[src/rtl/alu_sequencer.sv]
// Instruction sequencer for the 8-bit ALU.
// Fetches a word from a synchronous program ROM and decodes it on the following cycle. It
// executes IMM/CALC/COPY/COND instructions on a six-entry register file and moves bytes over
// ready/valid I/O ports.
module alu_sequencer #(
  parameter int unsigned UUID     = 0,
  parameter string       NAME     = "",
  parameter logic [7:0]  RESET_PC = 8'h00
) (
  input  logic       clk,
  input  logic       rst,
  output logic [7:0] prog_addr,
  input  logic [7:0] prog_data,
  output logic [7:0] alu_instruction,
  output logic [7:0] alu_input_1,
  output logic [7:0] alu_input_2,
  input  logic [7:0] alu_output,
  input  logic [7:0] in_data,
  input  logic       in_valid,
  output logic       in_ready,
  output logic [7:0] out_data,
  output logic       out_valid,
  input  logic       out_ready
);

  typedef enum logic [1:0] {
    StFetch,
    StExec,
    StWaitIn,
    StWaitOut
  } state_e;

  // Instruction classes in prog_data[7:6]
  localparam logic [1:0] ClsImm  = 2'b00;
  localparam logic [1:0] ClsCalc = 2'b01;
  localparam logic [1:0] ClsCopy = 2'b10;

  // COPY selector values with special meaning
  localparam logic [2:0] SelPort = 3'd6;

  state_e     state_q, state_d;
  logic [7:0] pc_q, pc_d;
  logic [7:0] regs_q [6];
  logic [7:0] regs_d [6];
  logic [7:0] out_data_q, out_data_d;
  logic       out_valid_q, out_valid_d;
  logic [2:0] dst_q, dst_d;

  logic [1:0] op_cls;
  logic [5:0] imm;
  logic [2:0] fld_hi;
  logic [2:0] fld_lo;
  logic [7:0] pc_inc;
  logic [7:0] src_val;
  logic       cond_true;

  // Field extraction; prog_data is only meaningful while in StExec
  always_comb begin
    op_cls = prog_data[7:6];
    imm    = prog_data[5:0];
    fld_hi = prog_data[5:3];
    fld_lo = prog_data[2:0];
    pc_inc = pc_q + 8'd1;
  end

  // COPY source read: reg0..reg5, selector 7 reads zero (6 is handled via StWaitIn)
  always_comb begin
    src_val = '0;
    for (int i = 0; i < 6; i++) begin
      if (fld_hi == 3'(i)) begin
        src_val = regs_q[i];
      end
    end
  end

  // Branch condition on reg3 interpreted as a signed byte
  always_comb begin
    logic zero;
    logic neg;
    zero = (regs_q[3] == 8'h00);
    neg  = regs_q[3][7];
    cond_true = 1'b0;
    case (fld_lo)
      3'd0: cond_true = 1'b0;
      3'd1: cond_true = zero;
      3'd2: cond_true = neg;
      3'd3: cond_true = neg | zero;
      3'd4: cond_true = 1'b1;
      3'd5: cond_true = ~zero;
      3'd6: cond_true = ~neg;
      default: cond_true = ~neg & ~zero;
    endcase
  end

  // Next-state, register-file updates and ALU opcode drive
  always_comb begin
    state_d         = state_q;
    pc_d            = pc_q;
    regs_d          = regs_q;
    out_data_d      = out_data_q;
    out_valid_d     = out_valid_q;
    dst_d           = dst_q;
    alu_instruction = '0;

    unique case (state_q)
      StFetch: begin
        state_d = StExec;
      end

      StExec: begin
        case (op_cls)
          ClsImm: begin
            regs_d[0] = {2'b00, imm};
            pc_d      = pc_inc;
            state_d   = StFetch;
          end
          ClsCalc: begin
            // ALU is combinational: result is captured in this same cycle
            alu_instruction = {5'b00000, fld_lo};
            regs_d[3]       = alu_output;
            pc_d            = pc_inc;
            state_d         = StFetch;
          end
          ClsCopy: begin
            dst_d = fld_lo;
            if (fld_hi == SelPort) begin
              state_d = StWaitIn;
            end else if (fld_lo == SelPort) begin
              out_data_d  = src_val;
              out_valid_d = 1'b1;
              state_d     = StWaitOut;
            end else begin
              // Destination 7 matches no register and is discarded
              for (int i = 0; i < 6; i++) begin
                if (fld_lo == 3'(i)) begin
                  regs_d[i] = src_val;
                end
              end
              pc_d    = pc_inc;
              state_d = StFetch;
            end
          end
          default: begin
            pc_d    = cond_true ? regs_q[0] : pc_inc;
            state_d = StFetch;
          end
        endcase
      end

      StWaitIn: begin
        if (in_valid) begin
          if (dst_q == SelPort) begin
            out_data_d  = in_data;
            out_valid_d = 1'b1;
            state_d     = StWaitOut;
          end else begin
            for (int i = 0; i < 6; i++) begin
              if (dst_q == 3'(i)) begin
                regs_d[i] = in_data;
              end
            end
            pc_d    = pc_inc;
            state_d = StFetch;
          end
        end
      end

      StWaitOut: begin
        // out_data_q and out_valid_q are held until the sink accepts
        if (out_ready) begin
          out_valid_d = 1'b0;
          pc_d        = pc_inc;
          state_d     = StFetch;
        end
      end

      default: begin
        state_d = StFetch;
      end
    endcase
  end

  // State registers; reset abandons any in-flight transfer
  always_ff @(posedge clk or negedge rst) begin
    if (!rst) begin
      state_q     <= StFetch;
      pc_q        <= RESET_PC;
      out_data_q  <= '0;
      out_valid_q <= 1'b0;
      dst_q       <= '0;
      for (int i = 0; i < 6; i++) begin
        regs_q[i] <= '0;
      end
    end else begin
      state_q     <= state_d;
      pc_q        <= pc_d;
      out_data_q  <= out_data_d;
      out_valid_q <= out_valid_d;
      dst_q       <= dst_d;
      for (int i = 0; i < 6; i++) begin
        regs_q[i] <= regs_d[i];
      end
    end
  end

  // Output drive
  always_comb begin
    prog_addr   = pc_q;
    alu_input_1 = regs_q[1];
    alu_input_2 = regs_q[2];
    in_ready    = (state_q == StWaitIn);
    out_data    = out_data_q;
    out_valid   = out_valid_q;
  end

endmodule

[config.mk]
export PLATFORM = sky130hd
export DESIGN_NAME = alu_sequencer
export DESIGN_NICKNAME = d
export VERILOG_FILES = /design/src/rtl/alu_sequencer.sv
export SDC_FILE = /design/constraint.sdc
export NUM_CORES = 1
export LEC_CHECK = 0
export BUFFER_PORTS_ARGS = -buffer_cell sky130_fd_sc_hd__buf_2
export CORE_UTILIZATION = 50
export CTS_CLUSTER_SIZE = 16
export DETAILED_ROUTE_END_ITERATION = 10
export PLACE_DENSITY = 0.75
export SLEW_MARGIN = 20
export SYNTH_ARGS = -nofsm -noshare
export SYNTH_HDL_FRONTEND = slang
export SYNTH_SLANG_ARGS = --single-unit
[constraint.sdc]
create_clock -name clk -period 2.3 [get_ports clk]
set_clock_uncertainty 0.1 [all_clocks]
set_input_delay 0.23 -clock clk [delete_from_list [all_inputs] [get_ports clk]]
set_output_delay 0.23 -clock clk [all_outputs]
set_load 0.01 [all_outputs]
# Word-level counts from Yosys, hierarchy flattened
# Index checks and enable logic that the tools add are counted.
# classes
reduce_logical	20
eq_ne	47
n_mux	58
addsub	1
bitwise_logic	4
# op_table
op	count
$mux 8	30
$mux 48	4
$pmux 48 s2	1
$pmux 8 s2	4
$reduce_and 8->1	6
$mux 16	2
$eq 3x3->1 const B	9
$pmux 8 s3	1
$ne 2x2->1 const B	11
$eq 3x2->1 const B	6
$ne 3x3->1 const B	5
$ne 2x1->1 const B	7
$mux 2	6
$reduce_and 6->1	2
$eq 3x1->1 const B	3
$logic_not 3->1	3
$add 8x1->8 const B	1
$logic_not 8->1	1
$pmux 2 s4	1
$pmux 1 s7	1
$reduce_and 7->1	1
$eq 2x2->1 const B	3
$mux 1	6
$eq 2x1->1 const B	2
11 further kinds	14
# word_totals
wordCells	141
out_inout_bits	42
input_bits	28
ff_bits	70

# Longest topological paths before layout
# Gate-level depths: netlist of run 1.
# logic_depth
depth_word	12
mapped_depth	8
ltp_nobuf	7

# Least setup slack after synthesis of run 1
# Ideal clock, no wire load.
# synth_path
path_kind	register to register
start	reg state_q[1]
end	reg regs_q[0] (netlist bit)
n_path_buf	1
t_required_ns	2.075
arrival_ns	1.960
stages_incl_launch_ff	7
setup_time_ns	0.125
slack_ns	0.116
period_less_slack_ns	2.184
path_cell_list	dfrtp_1 -> buf_2 -> nor2b_4 -> a22oi_2 -> or3_4 -> a221oi_4 -> mux2_2
# synth_between
elab_chain_cells	3
elab_cells_between_ends	12
classes_between	eq/ne: 9; mux: 1; reduce/logical: 2
# synth_lines
element	line	source
start, declared	41	state_e state_q, state_d;
start signal, assigned	186	state_q <= StFetch;
start signal, assigned	195	state_q <= state_d;
$eq 2x1->1 or $eq 2x2->1 (tied branches)	105	unique case (state_q)
$ne 2x2->1 (no source line) (tied with other cells)	n/a	
$reduce_and 8->1 (no source line)	n/a	
end signal, assigned by index	201	regs_q[i] <= regs_d[i];
end, declared	43	logic [7:0] regs_q [6];
# Parallel ways exist; a longest one is shown, timed or not.
# A chain may end at the register's enable or synchronous reset.

# Final worst setup path of run 1
# layout_path
start	reg state_q[0]
end	reg regs_q[9] (netlist bit)
# The elaborated chain is that of the path after synthesis.

==> key figures, run 1 <==
Synth
  – Post-synthesis register bit count: 70
  – Synth top area cells: dfrtp_1 (42%), mux2_2 (12%), buf_4 (3.8%)
  – Synth Warn #: 0
  – Post-synth EDFFs: 0
  – Synth cell types: 55
  – Mean Syn Cell Area: around 10 sq um
  – Top cell type's share of synthesized area: 0.425
  – Post-Syn Area: 4120 sq um
  – Synth area leader: dfrtp_1
  – Sequential cell area fraction in the yosys report: 0.425
  – Post-synth ARST share: 1.00
  – Synth Instances: about 400
  – Top FF cell, synth: dfrtp_1

Setup path
  – R2r endpoint: regs_q[9]
  – Crit path DAT: 2.33 ns
  – Crit Path Category: reg -> reg
  – Buf+Inv Stages, Crit Path: 2
  – Crit. Startpoint: state_q[0]
  – CP Max Fanout: 7
  – Critical R2R Launch: state_q[0]
  – CP endpoint kind: flop
  – Slowest Stage Delay on Critical Path: ~0.43 ns
  – CP Launch Type: flop
  – R2R Setup Slk: between 0.08 and 0.09 ns
  – Family with the most delay on the worst path: simple AND/OR/NAND/NOR gates
  – Reg2reg path depth: 7
  – Crit path cell chain: nand2b_4, inv_4, a22oi_2, or3_4, nor2_2, buf_4, mux2_2
  – Critical path's slowest cell: dfrtp_1
  – Data required time of the critical path: ~2.4 ns

STA
  – Setup violators final: 0
  – Slew HR: 0.309
  – Final Max Tran Viols: 0
  – F_max: ~450 MHz
  – Final Hold Fails: 0
  – Worst-Margin Slew: around 1.0 ns
  – Final period util: 0.963
  – RSZ-0062 raised after global routing: no
  – Final Critical Period: around 2.2 ns

Final layout
  – Layout cells sized above 1: 0.347
  – Final nets: about 500
  – Cell area after layout: ~4800 sq um
  – Fin util: 0.617
  – P&R area growth vs syn: 17.4%
  – Antenna cells: 0

Run
  – Maxcap violations: 0

Clock network
  – CTS sink count: 70
  – CTS Root Cell: clkbuf_8
  – Clock buffer depth: 2
  – Worst-Skew Late Latency: roughly 0.34 ns
  – Clk slew on worst S/H paths: approximately 0.080 ns
  – H-tree depth: 3
  – Post CTS Setup Buffer Count: 0
  – Number of CTS-inserted buffers: 9
  – CTS tree: built

Floorplanning
  – Die width: 92.8 um
  – Initial core utilization: 0.526
  – Die area: between 8000 and 9000 sq um
  – Cell row count: 32
  – Top Ports: 70
  – Die span in y: a little over 90 um
  – Core box area: roughly 8000 sq um

Global routing
  – Initial antenna violation count: 0
  – Largest net degree at the start of global routing: 45
  – GR Util All Layers: 0.260
  – Grt ovf: 0
  – Global-route wire length before repair: 17200 um
  – Vias in the first global route: 3393

Route
  – Routed length per instance: around 18 um
  – 1st-iter DRT viols: 305
  – Antenna Nets Post-Route: 0
  – Vias per Instance: 6.07
  – DR pass1 iterations: 6
  – Vias: between 3k and 4k
  – Residual DRC count: 0
  – Total Wirelength: 10500 um

Pwr
  – Clock power frac: 0.200
  – Worst vdd ir: roughly 0.00072 V
  – Net switching power: 2.27 mW
  – Switch share: 0.371
  – Total power: 6.11 mW
  – Flop pwr share: 0.373
  – P per Cell Area: between 1000 and 1500 nW/um^2
  – Leak: between 2 and 2.5 nW
  – Comb power frac: 0.427
  – Pint: 3.84 mW

Worst hold path
  – HP Start: out_ready
  – Hold-critical path endpoint: out_valid
  – Path category of the worst min-delay check: in -> reg
  – WHS Path Cells: 2

Placed design
  – Port buffer count: 64
  – Placed Area: approximately 4600 sq um
  – Final HPWL DP: between 7000 and 8000 um
  – RePlAce Congestion: roughly 0.9

Outcome
  – Status: completed
## stage by stage
stage | TNS (ns) | instances | hold WS [ns] | worst slack, ns
floorplan | 0 | 407 | -0.166 | 0.116
finish | 0 | 577 | 0.0277 | 0.0846
global route | 0 | 577 | 0.0350 | 0.0160
CTS | 0 | 577 | 0.0141 | 0.0327
detailed placement | -0.0511 | 560 | 0.208 | -0.0302
global placement | 0 | 560 | 0.201 | 0.0570
## power by group through the flow
stage	logic (mW)	registers [mW]	clock network, mW
6_report	2.61	2.28	1.22
3_5_place_dp	2.58	2.29	0
5_1_grt	2.85	2.35	1.28
3_3_place_gp	2.52	2.26	0
2_1_floorplan	1.90	2.18	0
4_1_cts	2.60	2.26	1.25
## layer usage
layer | global-route usage | vias up | share of wire
met5 | 0 | - | 0
met4 | 0.0923 | 0 | 0.015
met3 | 0.0361 | 14 | 0.069
met2 | 0.422 | 156 | 0.48
met1 | 0.354 | 1736 | 0.43
li1 | - | 1597 | -
## cell usage after synthesis, types with 4 or more instances
| cell type | instances |
|---|---|
| o21a_1 | 4 |
| nor2b_1 | 8 |
| dfrtp_1 | 70 |
| o2bb2ai_1 | 6 |
| a21oi_1 | 9 |
| o21ai_0 | 6 |
| buf_2 | 10 |
| and3_1 | 4 |
| nor3_1 | 5 |
| nor4_1 | 7 |
| inv_1 | 7 |
| nor2_1 | 35 |
| and2_1 | 5 |
| mux2i_1 | 15 |
| o22ai_1 | 8 |
| clkbuf_1 | 10 |
| o2111ai_1 | 4 |
| a31oi_1 | 13 |
| nand3b_1 | 7 |
| nor3b_1 | 5 |
| mux2_2 | 44 |
| a221oi_1 | 6 |
| ha_1 | 5 |
| nand2b_1 | 10 |
| o211ai_1 | 8 |
| buf_4 | 21 |
| a22oi_1 | 12 |
| nand2_1 | 23 |
## worst max path at each step
stage,end,slack [ns],depth (start not counted)
after floorplan,regs_q[0],0.12,6
after global placement,regs_q[47],0.06,8
after detailed placement,regs_q[47],-0.03,8
after CTS,regs_q[0],0.03,7
after global routing,regs_q[5],0.02,7
final,regs_q[9],0.08,7
## what timing repair did
item                                   4_1_cts  5_1_grt
hold buffers                                 1        0
endpoints found under the hold margin       26        0
gates resized for setup                      0        4
setup endpoints to repair                    0       14
## sequential cells by signal (all words and copies together), names as in the netlist
register and cells:
alu_input_2 8, out_valid 1, out_data 8, alu_input_1 8, regs_q 32, state_q 2, prog_addr 8, dst_q 3
## area by class of cell
| type | count | area, sq um |
|---|---|---|
| repair buffers | 94 | 564 |
| clock inverters | 5 | 106 |
| clock buffers | 11 | 141 |
| multi-input cells | 287 | 2120 |
| fillers | 660 | 3010 |
| inverters | 8 | 32.5 |
| flip-flops and latches | 70 | 1750 |
| well taps | 102 | 128 |
## cell families after synthesis
kind of cell,Yosys count,share of synthesized area
mux,60,0.159
other cells,1,0.000909
flops,70,0.425
xor+xnor,2,0.00425
compound gates,91,0.166
buf+inv,50,0.0677
fa+ha+maj,5,0.0152
simple gates,124,0.162
## layout by cell type (no fill, tap or decap), types with 12 or more instances in the layout
cell / count
buf_2: 64
a31oi_1: 13
dfrtp_1: 69
mux2_2: 44
mux2i_1: 15
nor2_1: 35
nand2_1: 23
buf_4: 27
a22oi_1: 12
Note: power is estimated with default switching activity, not from simulation.
==> inputs of run 2 (changes only) <==
clock period = 1.9 ns   (was 2.3 ns; I/O delays follow)
==> key figures, run 2 (same netlist as run 1, synthesis figures left out) <==
Final layout
  – Antenna cells: 0 (unchanged)
  – Reg with most FFs: regs_q
  – P&R area growth vs syn: 27.7%
  – Max reg flops: 32 (unchanged)
  – Most common cell after layout, fill and taps aside: dfrtp_1
  – Layout cells sized above 1: 0.424 (+0.0762)
  – Fin util: 0.671 (+0.0540)
  – Final nets: 538 (+7.0%)
  – Most frequent cells in the layout: dfrtp_1 (69), buf_2 (64), buf_4 (52), mux2_2 (33), nor2_1 (31)

Clock network
  – H-tree depth: 3 (unchanged)
  – CTS tree: built
  – Number of CTS-inserted buffers: 9 (unchanged)
  – Worst-Skew Late Latency: 0.36 ns (+0.02 ns)
  – CTS Root Cell: clkbuf_8
  – Clock buffer depth: 2 (unchanged)
  – Clk slew on worst S/H paths: 0.08 ns (about the same)
  – CTS sink count: 70 (unchanged)

Pwr
  – Comb power frac: 0.493 (+0.066)
  – P per Cell Area: 1490 nW/um^2 (+18%)
  – Net switching power: 3.04 mW (+34%)
  – Pint: 4.81 mW (+25%)
  – Worst vdd ir: 0.000757 V (+4.7%)
  – Total power: 7.85 mW (+28%)
  – Clock power frac: 0.156 (-0.044)
  – Switch share: 0.387 (+0.0157)
  – Flop pwr share: 0.350 (-0.023)
  – Leak: 2.44 nW (+9.6%)

STA
  – Final period util: 1.07 (+0.108)
  – Final Critical Period: 2.03 ns (-0.181 ns)
  – Final Hold Fails: 0 (unchanged)
  – Worst-Margin Slew: 0.585 ns (-0.447 ns)
  – F_max: 491 MHz (+8.9%)
  – RSZ-0062 raised after global routing: yes
  – Setup violators final: 16 (+16)
  – Post-Route Setup TNS: -1.73 ns (-1.73 ns)
  – Final Max Tran Viols: 0 (unchanged)
  – WHS: 0.0800 ns (+0.0523 ns)
  – Final worst slack: -0.135 ns (-0.219 ns)
  – Slew HR: 0.610 (+0.300)

Route
  – Routed length per instance: 18.8 um (+3.4%)
  – Total Wirelength: 11500 um (+9.6%)
  – Vias per Instance: 5.93 (-2.3%)
  – DR pass1 iterations: 5 (-1)
  – 1st-iter DRT viols: 243 (-20%)
  – Antenna Nets Post-Route: 0 (unchanged)
  – Vias: 3630 (+3.6%)
  – Residual DRC count: 0 (unchanged)

Floorplanning
  – Die area: 8620 sq um (unchanged)
  – Cell row count: 32 (unchanged)
  – Top Ports: 70 (unchanged)
  – Die width: 92.8 um (unchanged)
  – Die span in y: 92.8 um (unchanged)
  – Core box area: 7850 sq um (unchanged)
  – Initial core utilization: 0.526 (unchanged)

Setup path
  – Crit Path Category: reg -> reg
  – Crit path cell chain: nand2b_4, inv_4, a22oi_2, or3_4, a221oi_4, buf_12, mux2_4
  – Family with the most delay on the worst path: simple AND/OR/NAND/NOR gates
  – CP Launch Type: flop
  – Data required time of the critical path: 2.04 ns (-0.38 ns)
  – Buf+Inv Stages, Crit Path: 2 (unchanged)
  – Slowest Stage Delay on Critical Path: 0.43 ns (about the same)
  – CP Max Fanout: 8 (+1)
  – Crit path DAT: 2.18 ns (-0.15 ns)
  – CP endpoint kind: flop
  – Critical path's slowest cell: dfrtp_1

Outcome
  – Failing checks: negative setup slack
  – Status: complete, but fails checks

Worst hold path
  – Path category of the worst min-delay check: in -> reg

Placed design
  – RePlAce Congestion: 0.903 (+0.71%)
  – Final HPWL DP: 8070 um (+6.1%)
  – Port buffer count: 64 (unchanged)
  – Setup WS pre-CTS: -0.191 ns (-0.161 ns)

Global routing
  – Global-route wire length before repair: 18300 um (+6.8%)
  – Initial antenna violation count: 0 (unchanged)
  – Vias in the first global route: 3598 (+6.0%)
  – GR Util All Layers: 0.278 (+0.0181)
  – Grt ovf: 0 (unchanged)
  – Largest net degree at the start of global routing: 71 (+58%)

Run
  – Maxcap violations: 0 (unchanged)
-- run 2: cell count changes in the layout (fill, tap and decap cells not counted), sizes merged, moves of 2 or more --
cell    before  now
clkbuf      11    9
bufinv       3    1
clkinv       1    3
buf         93  127
-- run 2: worst reg2reg max path, cell delays in order, from the launching register on --
cell and delay (ns):
dfrtp_1 0.43, nand2b_4 0.18, inv_4 0.06, a22oi_2 0.08
or3_4 0.36, a221oi_4 0.23, buf_12 0.18, mux2_4 0.30
-- run 2: per-stage QoR --
step / std cells / area (sq um)
final: 612 / 5270
after global placement: 587 / 4840
after floorplan: 407 / 4190
after global routing: 612 / 5270
after detailed placement: 587 / 4840
after CTS: 607 / 5080
-- run 2: cell type report --
cell class,count,area (sq um)
sequential,70,1750
timing repair buffer,129,898
fill,637,2580
inverter,8,32.5
tap,102,128
multi-input combinational,287,2260
clock inverter,7,72.6
clock buffer,9,124
-- run 2: timing repair --
item                                    CTS  global route
buffers inserted                          2             6
pin swaps                                 0             8
endpoints found under the setup margin   30            56
gates resized for setup                   3            29
hold endpoints to repair                 71             0
hold buffers                              2             0
-- run 2: final timing paths --
kind / start / endpoint / slack [ns] / cells past startpoint
worst max-delay path: state_q[0] / regs_q[3] / -0.13 / 7
worst min-delay path: alu_output[1] / regs_q[17] / 0.08 / 3
worst max register to register: state_q[0] / regs_q[3] / -0.13 / 7
worst min register to register: out_valid / out_valid / 0.41 / 2
max in group asynchronous: rst / alu_input_2[6] / 1.10 / 3
min in group asynchronous: rst / state_q[0] / 0.27 / 3
-- run 2: power by group through the flow --
stage | combinational, mW | clock, mW | sequential, mW
detailed placement | 3.55 | 0 | 2.72
global route | 4.20 | 1.31 | 2.83
floorplan | 2.42 | 0 | 2.65
global placement | 3.44 | 0 | 2.69
finish | 3.87 | 1.23 | 2.75
CTS | 3.61 | 1.24 | 2.70
-- run 2: per-layer routing --
metal / part of all wire / track usage
met1: 0.42 / 0.376
met2: 0.48 / 0.438
met3: 0.070 / 0.0476
met4: 0.029 / 0.121
met5: 0 / 0
==> inputs of run 3 (changes only) <==
==> constraint.sdc (replaced) <==
create_clock -name clk -period 1.9 [get_ports clk]
set_clock_uncertainty 0.1 [all_clocks]
set_input_delay 0.285 -clock clk [delete_from_list [all_inputs] [get_ports clk]]
set_output_delay 0.285 -clock clk [all_outputs]
set_load 0.01 [all_outputs]
==> key figures, run 3 (same netlist as run 1, synthesis figures left out) <==
Outcome
  – Status: complete, but fails checks
  – Failing checks: negative setup slack

Final layout
  – Fillcell total: 542 (-15%)
  – Most common cell after layout, fill and taps aside: buf_4
  – P&R area growth vs syn: 38.4%
  – Antenna cells: 0 (unchanged)
  – Layout cells sized above 1: 0.490 (+0.0663)
  – Fin util: 0.728 (+0.0566)
  – Max reg flops: 32 (unchanged)
  – Storage element area: 1750 sq um (about the same)
  – Final nets: 569 (+5.8%)
  – Most frequent cells in the layout: buf_4 (73), dfrtp_1 (68), buf_2 (63), mux2_2 (33), nor2_1 (31)
  – Multi-input combinational cell area: 2410 sq um (+7.0%)
  – Reg with most FFs: regs_q

STA
  – Setup violators final: 54 (+38)
  – F_max: 471 MHz (-4.2%)
  – RSZ-0062 raised after global routing: yes
  – Final worst slack: -0.224 ns (-0.0895 ns)
  – Final Hold Fails: 0 (unchanged)
  – Final Critical Period: 2.12 ns (+0.0895 ns)
  – Post-Route Setup TNS: -4.58 ns (-2.85 ns)
  – WHS: 0.0624 ns (-0.0176 ns)
  – Final Max Tran Viols: 0 (unchanged)
  – Final period util: 1.12 (+0.0471)

Route
  – DR pass1 iterations: 6 (+1)
  – Antenna Nets Post-Route: 0 (unchanged)
  – 1st-iter DRT viols: 349 (+44%)
  – Residual DRC count: 0 (unchanged)
  – Vias per Instance: 6.19 (+4.3%)
  – Routed length per instance: 21.0 um (+11%)
  – Vias: 3977 (+9.6%)
  – Total Wirelength: 13500 um (+17%)

Pwr
  – Switch share: 0.399 (+0.0117)
  – Pint: 5.05 mW (+5.0%)
  – Flop pwr share: 0.333 (-0.017)
  – Net switching power: 3.35 mW (+10%)
  – Worst vdd ir: 0.000860 V (+14%)
  – P per Cell Area: 1470 nW/um^2 (-1.3%)
  – Comb power frac: 0.518 (+0.025)
  – Total power: 8.40 mW (+7.1%)
  – Clock power frac: 0.149 (-0.007)
  – Leak: 2.65 nW (+8.3%)

Setup path
  – Crit Path Category: reg -> reg
  – Crit path cell chain: nand2b_4, inv_4, a22oi_2, or3_4, buf_4, nor2_4, buf_6, mux2_2
  – Crit path DAT: 2.27 ns (+0.09 ns)
  – Buf+Inv Stages, Crit Path: 3 (+1)
  – Slowest Stage Delay on Critical Path: 0.45 ns (+0.02 ns)
  – Critical path's slowest cell: dfrtp_2
  – Data required time of the critical path: 2.05 ns (about the same)
  – R2r endpoint: regs_q[9]
  – Critical R2R Launch: state_q[0]
  – CP endpoint kind: flop
  – R2R Setup Slk: -0.22 ns (-0.09 ns)
  – Family with the most delay on the worst path: simple AND/OR/NAND/NOR gates
  – Reg2reg path depth: 8 (+1)
  – CP Launch Type: flop
  – CP Max Fanout: 5 (-3)

Worst hold path
  – WHS Path Cells: 2 (-1)
  – Hold-critical path endpoint: out_valid
  – Path category of the worst min-delay check: in -> reg
  – HP Start: out_ready

Global routing
  – Vias in the first global route: 3648 (+1.4%)
  – Largest net degree at the start of global routing: 71 (unchanged)
  – Grt ovf: 0 (unchanged)
  – GR Util All Layers: 0.287 (+0.00960)
  – Global-route wire length before repair: 18900 um (+3.1%)
  – Initial antenna violation count: 0 (unchanged)

Run
  – Maxcap violations: 0 (unchanged)

Placed design
  – Setup WS pre-CTS: -0.411 ns (-0.220 ns)
  – Final HPWL DP: 8250 um (+2.2%)
  – RePlAce Congestion: 0.892 (-1.2%)
  – Port buffer count: 64 (unchanged)

Clock network
  – CTS sink count: 70 (unchanged)
  – Number of CTS-inserted buffers: 9 (unchanged)
  – Clock buffer depth: 2 (unchanged)
  – H-tree depth: 3 (unchanged)
  – Clk slew on worst S/H paths: 0.09 ns (about the same)
  – CTS Root Cell: clkbuf_8
  – CTS tree: built
  – Worst-Skew Late Latency: 0.36 ns (about the same)

Floorplanning
  – Die area: 8620 sq um (unchanged)
  – Cell row count: 32 (unchanged)
  – Core box area: 7850 sq um (unchanged)
  – Top Ports: 70 (unchanged)
  – Die width: 92.8 um (unchanged)
  – Die span in y: 92.8 um (unchanged)
  – Initial core utilization: 0.526 (unchanged)
## run 3: power by group through the flow
| stage | clock, mW | sequential (mW) | combinational (mW) |
|---|---|---|---|
| final | 1.25 | 2.80 | 4.35 |
| after global routing | 1.31 | 2.86 | 4.64 |
| after global placement | 0 | 2.70 | 3.52 |
| after CTS | 1.25 | 2.73 | 3.71 |
| after floorplan | 0 | 2.65 | 2.42 |
| after detailed placement | 0 | 2.74 | 3.64 |
## run 3: area by class of cell
| type | count | share of cell area |
|---|---|---|
| Tap cell | 102 | 0.0224 |
| Sequential cell | 70 | 0.307 |
| Timing Repair Buffer | 159 | 0.207 |
| Multi-Input combinational cell | 288 | 0.423 |
| Clock buffer | 9 | 0.0217 |
| Inverter | 8 | 0.00570 |
| Clock inverter | 7 | 0.0127 |
## run 3: worst max path at each step
stage | end | slack (ns) | start | cells after the start
6_report | regs_q[9] | -0.22 | state_q[0] | 8
5_1_grt | regs_q[6] | -0.26 | state_q[0] | 7
4_1_cts | regs_q[2] | -0.19 | state_q[0] | 7
3_5_place_dp | alu_input_1[5] | -0.41 | prog_data[6] | 9
3_3_place_gp | alu_input_1[6] | -0.29 | prog_data[6] | 9
2_1_floorplan | regs_q[0] | -0.26 | state_q[1] | 6
## run 3: repair_timing
action                                  4_1_cts  5_1_grt
endpoints found under the setup margin       48       67
buffers inserted                              2       20
gates cloned                                  0        4
pin swaps                                     3       16
resized for setup                             6       66
hold buffers                                  1        0
hold endpoints to repair                     70        0
## run 3: per-layer routing
| metal | global-route usage | vias up | wire length (um) |
|---|---|---|---|
| li1 | - | 1735 | - |
| met1 | 0.377 | 1964 | 5300 |
| met2 | 0.474 | 222 | 6620 |
| met3 | 0.0509 | 56 | 981 |
| met4 | 0.106 | 0 | 572 |
| met5 | 0 | - | 0 |
## run 3: per-stage QoR
stage / instances / area (sq um)
detailed placement: 603 / 4960
CTS: 622 / 5200
floorplan: 407 / 4190
global route: 643 / 5710
finish: 643 / 5710
global placement: 603 / 4960
